[config.mk]
export PLATFORM = sky130hd
export DESIGN_NAME = wb_stage
export DESIGN_NICKNAME = d
export VERILOG_FILES = /design/src/rtl/wb_stage.sv
export SDC_FILE = /design/constraint.sdc
export NUM_CORES = 1
export LEC_CHECK = 0
export BUFFER_PORTS_ARGS = -buffer_cell sky130_fd_sc_hd__buf_2
export CORE_UTILIZATION = 51
export CTS_CLUSTER_SIZE = 40
export DETAILED_ROUTE_END_ITERATION = 8
export HOLD_SLACK_MARGIN = 0.12
export PLACE_DENSITY_LB_ADDON = 0.05
export SLEW_MARGIN = 20
export SYNTH_ARGS = -nofsm -noshare
export SYNTH_HDL_FRONTEND = slang
export SYNTH_SLANG_ARGS = --single-unit
[constraint.sdc]
create_clock -name clk -period 2.8 [get_ports clk]
set_input_delay 0.28 -clock clk [delete_from_list [all_inputs] [get_ports clk]]
set_output_delay 0.28 -clock clk [all_outputs]
set_load 0.02 [all_outputs]
[src/rtl/wb_stage.sv]
// MEM/WB pipeline register with load alignment/extension and writeback select for the RV32I core.
// Optional retired-instruction counter on `instret`, enabled by defining WB_INSTRET_EN.
module wb_stage #(
  parameter int XLEN  = 32,
  parameter int CNT_W = 64
) (
  input  logic             clk,
  input  logic             rst_n,
  input  logic             in_valid,
  output logic             in_ready,
  input  logic             stall,
  input  logic             flush,
  input  logic             in_regwrite,
  input  logic [4:0]       in_rd,
  input  logic [1:0]       in_wbsel,
  input  logic [2:0]       in_funct3,
  input  logic [XLEN-1:0]  in_alu_result,
  input  logic [XLEN-1:0]  in_load_data,
  input  logic [XLEN-1:0]  in_pc,
  output logic             wreg,
  output logic [4:0]       waddr,
  output logic [XLEN-1:0]  wrdata,
  output logic             retire_valid,
  output logic [XLEN-1:0]  retire_pc,
  output logic             load_err,
  output logic [CNT_W-1:0] instret
);

  logic            valid_q, valid_d;
  logic            regwrite_q, regwrite_d;
  logic [4:0]      rd_q, rd_d;
  logic [XLEN-1:0] result_q, result_d;
  logic [XLEN-1:0] pc_q, pc_d;
  logic            err_q, err_d;

  logic [7:0]      lane [4];
  logic [1:0]      off;
  logic [7:0]      byte_sel;
  logic [15:0]     half_sel;
  logic [XLEN-1:0] load_val;
  logic            load_bad;
  logic [XLEN-1:0] result_c;
  logic            err_c;
  logic            live;

  for (genvar gi = 0; gi < 4; gi++) begin : g_lane
    assign lane[gi] = in_load_data[8*gi +: 8];
  end

  // Load alignment and extension; error flags misaligned halves/words and unknown funct3.
  always_comb begin
    off      = in_alu_result[1:0];
    byte_sel = lane[off];
    half_sel = off[1] ? in_load_data[31:16] : in_load_data[15:0];
    load_val = in_load_data;
    load_bad = 1'b0;
    case (in_funct3)
      3'b000: load_val = {{24{byte_sel[7]}}, byte_sel};
      3'b100: load_val = {24'b0, byte_sel};
      3'b001: begin
        load_val = {{16{half_sel[15]}}, half_sel};
        load_bad = off[0];
      end
      3'b101: begin
        load_val = {16'b0, half_sel};
        load_bad = off[0];
      end
      3'b010: begin
        load_val = in_load_data;
        load_bad = (off != 2'b00);
      end
      default: load_bad = 1'b1;
    endcase
  end

  always_comb begin
    result_c = in_alu_result;
    err_c    = 1'b0;
    case (in_wbsel)
      2'd1: begin
        result_c = load_val;
        err_c    = load_bad;
      end
      2'd2:    result_c = in_pc + XLEN'(4);
      default: result_c = in_alu_result;
    endcase
  end

  // Flush beats stall; on flush the fields are left as they were since valid_q masks them.
  always_comb begin
    valid_d    = valid_q;
    regwrite_d = regwrite_q;
    rd_d       = rd_q;
    result_d   = result_q;
    pc_d       = pc_q;
    err_d      = err_q;
    if (flush) begin
      valid_d = 1'b0;
    end else if (!stall) begin
      valid_d    = in_valid;
      regwrite_d = in_regwrite;
      rd_d       = in_rd;
      result_d   = result_c;
      pc_d       = in_pc;
      err_d      = err_c;
    end
  end

  always_ff @(posedge clk) begin
    if (!rst_n) begin
      valid_q    <= 1'b0;
      regwrite_q <= 1'b0;
      rd_q       <= '0;
      result_q   <= '0;
      pc_q       <= '0;
      err_q      <= 1'b0;
    end else begin
      valid_q    <= valid_d;
      regwrite_q <= regwrite_d;
      rd_q       <= rd_d;
      result_q   <= result_d;
      pc_q       <= pc_d;
      err_q      <= err_d;
    end
  end

  assign in_ready     = !stall;
  assign live         = valid_q & !stall;
  assign wreg         = live & regwrite_q & (rd_q != 5'd0) & !err_q;
  assign waddr        = valid_q ? rd_q : 5'd0;
  assign wrdata       = valid_q ? result_q : '0;
  assign retire_valid = live & !err_q;
  assign retire_pc    = pc_q;
  assign load_err     = live & err_q;

`ifdef WB_INSTRET_EN
  logic [CNT_W-1:0] instret_q, instret_d;

  always_comb begin
    instret_d = instret_q;
    if (retire_valid) instret_d = instret_q + CNT_W'(1);
  end

  always_ff @(posedge clk) begin
    if (!rst_n) instret_q <= '0;
    else        instret_q <= instret_d;
  end

  assign instret = instret_q;
`else
  assign instret = '0;
`endif

endmodule

Word-level counts from Yosys, hierarchy flattened
Cells that the tools add are included.
Widths: inputs -> output; s select.
- bits in registers: 72
- input port bits: 112
- muxes and demuxes: 10
- eq/ne operators: 6
- bitwise gates (word level): 10
- order comparisons: 1
- add/subtract/negate cells: 1
- reduce and logical (&&, ||, !) cells: 9
- operators by type and width (cell ; number):
    $pmux 32 s4 ; 1
    $pmux 32 s2 ; 1
    $add 32x3->32 const B ; 1
    $mux 32 ; 1
    $bmux 8 s2 ; 1
    $mux 16 ; 1
    $mux 8 ; 2
    $and 1x1->1 ; 6
    $eq 3x3->1 const B ; 2
    $reduce_or 2->1 ; 3
    $mux 5 ; 1
    $reduce_bool 5->1 ; 1
    $eq 3x1->1 const B ; 1
    $eq 3x2->1 const B ; 1
    $ge 3x3->1 const B ; 1
    $logic_not 3->1 ; 1
    $not 1->1 ; 3
    $not 2->3 ; 1
    $pmux 1 s3 ; 1
    $eq 2x1->1 const B ; 1
    $eq 2x2->1 const B ; 1
    $logic_not 1->1 ; 2
    $reduce_and 2->1 ; 1
    $reduce_bool 2->1 ; 1
    $mux 1 ; 1

Longest topological paths before layout
- word-level depth: 6
- depth in mapped cells: 8
- depth with buffers taken out: 7

Least setup slack after synthesis
Ideal clock, no wire load.
- kind: input port to flip-flop
- start point: input port in_alu_result[1]
- end point: register result_q[17]
- data arrival time: 1.705 ns
- library setup time: 0.117 ns
- slack: 0.978 ns
- path buffers: 1
- cell stages on the path: 6
- cells stage by stage: clkbuf_1 -> mux2i_1 -> o22ai_1 -> a21o_1 -> a221o_1 -> a32o_1
- longest elaborated chain between the ends: 6
- elaborated cells between the ends (all ways): 7
- those cells by class: mux: 6; bitwise: 1
- ends and longest elaborated chain (element ; RTL line ; text):
    start, declared ; 17 ; input logic [XLEN-1:0] in_alu_result,
    $not 2->3 (not written as such) ; 53 ; byte_sel = lane[off];
    $bmux 8 s2 ; 53 ;
    $mux 8 (not written as such) (2 in a row) ; 53 ;
    $pmux 32 s4 * ; 57 ; case (in_funct3)
    $pmux 32 s2 * ; 79 ; case (in_wbsel)
    end signal, assigned ; 121 ; result_q <= result_d;
    end, declared ; 32 ; logic [XLEN-1:0] result_q, result_d;
Every way passes the cells marked *; elsewhere a longest branch is shown, timed or not. The select of a mux whose other input is x is not followed.
A chain may end at the register's enable or synchronous reset.

Worst setup path in the final report
- start point: register valid_q
- end point: output port wreg
- longest elaborated chain between the ends: 4
- ends and longest elaborated chain (element ; RTL line ; text):
    start, declared ; 29 ; logic valid_q, valid_d;
    start signal, assigned ; 118 ; valid_q <= valid_d;
    $and 1x1->1 ; 128 ; assign live = valid_q & !stall;
    $and 1x1->1 (3 in a row) ; 129 ; assign wreg = live & regwrite_q & (rd_q != 5'd0) & !err_q;
    end, declared ; 20 ; output logic wreg,
Every way passes these cells.

==> results.yml <==
logic_synthesis:
  ys_warn_count: 0
  synth_top_family_by_area: "simple AND/OR/NAND/NOR gates"
  yosysTopAreaCell: "dfxtp_1"
  syn_area_sq_um: 5240
  synthSimpleGateAreaFrac_pct: 25.9
  netlist.area_leader.share_pct: 27.5
  synth-edff-count: 0
  synth-xor-area-share_pct: 3.18
  ys_types: 60
  synth_commonest_cells: "nand2_1, dfxtp_1, buf_4"
  synthAdderAreaFrac_pct: 0.717
  ys_ff_latch: 72
  ys_top_cells_by_area: "dfxtp_1, buf_4, nand2_1"
  async_flop_share_pct: 0
  synth_compound_gate_area_share_pct: 25.7
  ys.flop_type: "dfxtp_1"
  yosysMostFrequentCell: "nand2_1"
  synth_mux_area_share_pct: 2.58
  avgSynthCellArea_sq_um: 7.53
  synth_cells: 696
  seq_area_frac_synth_pct: 27.5
critical_path:
  critPathMaxFanout: 40
  cp-end-kind: "primary output"
  crit_slowest_cell: "nor3b_1"
  reg2reg_depth: 5
  regToRegEndpoint: "result_q[30]$_SDFFE_PN0P_"
  r2r_slack_ns: 1.62
  max_stage_delay_ns: 0.44
  cp_data_required_time_ns: 2.52
  crit_family: "buffers and inverters"
  rr_startpoint: "result_q[30]$_SDFFE_PN0P_"
  path_buf_inv: 2
  path_class: "reg2out"
  critPathLaunchType: "register"
  critPathArrivalTime_ns: 1.82
  critical_path.cell_chain: "buf_4, nor3b_1, o311a_1, buf_2"
drt:
  vias: 5658
  drt_iter0_drc: 352
  wl_um: 17500
  viasPerCell: 5.72
  dr.pass1.iters: 8
  antenna_left: 0
  drt-wirelength-per-cell_um: 17.7
  drc: 0
power:
  swShare_pct: 32.9
  p_comb_share_pct: 24.8
  leakagePower_uw: 0.00277
  seq_power_share_pct: 42.5
  power_switching_uw: 860
  p_per_area_nw_per_um2: 424
  p_int_uw: 1750
  vdd_ir_drop_max_mv: 0.211
  power_frac_clock_pct: 32.7
hold_path:
  hold_path_depth: 3
  hold_end: "regwrite_q$_SDFFE_PN0P_"
  hp-start: "in_regwrite"
  hold_path_class: "in2reg"
clock_network:
  cts_tree: "built"
  clock-sinks: 72
  cts.clk_slew.worst_paths_ns: 0.08
  cts.repair.resized: 0
  cts_hold_buf: 0
  cts_setup_buffers: 0
  cts-root-buf: "clkbuf_8"
  cts.path.max_buffers: 2
  clock_latency_ns: 0.34
  cts_made_buffers: 9
  h-tree-depth: 3
die:
  core-area_sq_um: 9860
  initial_utilization_pct: 53.1
  ios: 249
  row_count: 36
  die_w_um: 103
  die_h_um: 103
  die_area_sq_um: 10700
timing:
  max_freq_mhz: 477
  skew_ns: 0
  setup_viol: 0
  tns_ns: 0
  slew_headroom_pct: 43.3
  rsz0062_at_grt: "no"
  final.min_clock_period_ns: 2.10
  tightest_slew_ns: 0.850
  period_share_pct: 74.9
  hold_violations: 0
  finalMaxSlewViolations: 0
final_layout:
  fin_area_sq_um: 6160
  drive_above_1_share_pct: 26.3
  fill_cells: 953
  diodes: 0
  nets: 966
  area_delta_synth_final_pct: 17.7
global_route:
  overflow: 0
  first_global_vias: 5154
  grt_use_total_pct: 32.5
  antenna_found_initial: 0
  grt_pass1_wl_um: 26400
  grt_max_degree: 45
placed_design:
  placed_cell_area_sq_um: 5960
  portBuffers: 184
  gp_congestion: 0.943
  dp_hpwl_um: 13300
run:
  drv_cap: 0
run_status:
  run_status: "finished clean"
[state kept, by name (all words and copies together) (netlist names)]
signal	count
valid_q	1
err_q	1
rd_q	5
retire_pc	32
result_q	32
regwrite_q	1
[power by group through the flow]
| stage | logic, uW | registers [uW] | clock network, uW |
|---|---|---|---|
| 3_5_place_dp | 636 | 1130 | 0 |
| 4_1_cts | 639 | 1110 | 861 |
| 2_1_floorplan | 439 | 1150 | 0 |
| 6_report | 648 | 1110 | 855 |
| 3_3_place_gp | 627 | 1130 | 0 |
| 5_1_grt | 707 | 1120 | 908 |
[through the flow]
step                total power, uW  utilization [%]  setup WS (ns)  hold slack (ns)  std cells
floorplan                      1590                -          0.978            0.356        759
global placement               1760             60.5          0.651            0.449        973
detailed placement             1770             60.5          0.456            0.456        973
CTS                            2610             62.5          0.698            0.170        989
global route                   2730             62.5          0.564            0.188        989
finish                         2610             62.5          0.702            0.176        989
[metal layers]
metal  share of wire (%)  vias up  track usage [%]
li1                    -     2646                -
met3                 8.3       44             5.98
met5                   0        -                0
met2                  46      328             51.7
met1                  42     2640             42.3
met4                 3.6        0             16.3
[final cells by class]
class,instances,area (sq um),area share (%)
Clock buffer,13,159,2.58
Timing Repair Buffer,195,1000,16.3
Inverter,17,63.8,1.04
Tap cell,133,166,2.70
Clock inverter,3,40.0,0.650
Sequential cell,72,1440,23.4
Multi-Input combinational cell,556,3290,53.4
[tightest hold or removal path, cell delays in order]
cell,delay (ns)
buf_2,0.10
nand2_1,0.04
a21boi_0,0.06
[cell usage in the layout (no fill, tap or decap), types with 9 or more instances in the layout]
| cell | Yosys | layout |
|---|---|---|
| nand3_1 | 15 | 15 |
| nor2_1 | 10 | 9 |
| a21boi_0 | 42 | 42 |
| buf_2 | 1 | 184 |
| nor2b_1 | 11 | 11 |
| nor4_1 | 10 | 10 |
| a21oi_1 | 25 | 25 |
| or3_1 | 19 | 19 |
| nor3_1 | 9 | 9 |
| buf_4 | 64 | 11 |
| conb_1 | 1 | 64 |
| o211ai_1 | 16 | 16 |
| nand2_1 | 117 | 117 |
| o21ai_0 | 36 | 36 |
| mux2i_1 | 9 | 9 |
| inv_1 | 17 | 17 |
| and2_1 | 42 | 42 |
| dfxtp_1 | 72 | 72 |
| clkbuf_8 | 0 | 11 |
| xnor2_1 | 12 | 12 |
| a31oi_1 | 17 | 17 |
[cell families after synthesis]
logic type	count (synthesis)
and+or+nand+nor	263
other	1
muxes	12
xor gates and xnor gates	19
adders and majority gates	3
buffers and inverters	131
AOI/OAI and AO/OA	195
DFF	72
[how the worst max path moves through the flow]
stage                    startpoint                        end  slack, ns  depth (start not counted)
3_3_place_gp            in_wbsel[0]  result_q[30]$_SDFFE_PN0P_       0.65                          6
6_report       valid_q$_SDFFE_PP0N_                       wreg       0.70                          4
5_1_grt        valid_q$_SDFFE_PP0N_                       wreg       0.56                          4
3_5_place_dp       in_alu_result[1]  result_q[30]$_SDFFE_PN0P_       0.46                          6
4_1_cts        valid_q$_SDFFE_PP0N_                       wreg       0.70                          4
2_1_floorplan      in_alu_result[1]  result_q[17]$_SDFFE_PN0P_       0.98                          6
Power figures use the tool's default switching activity.
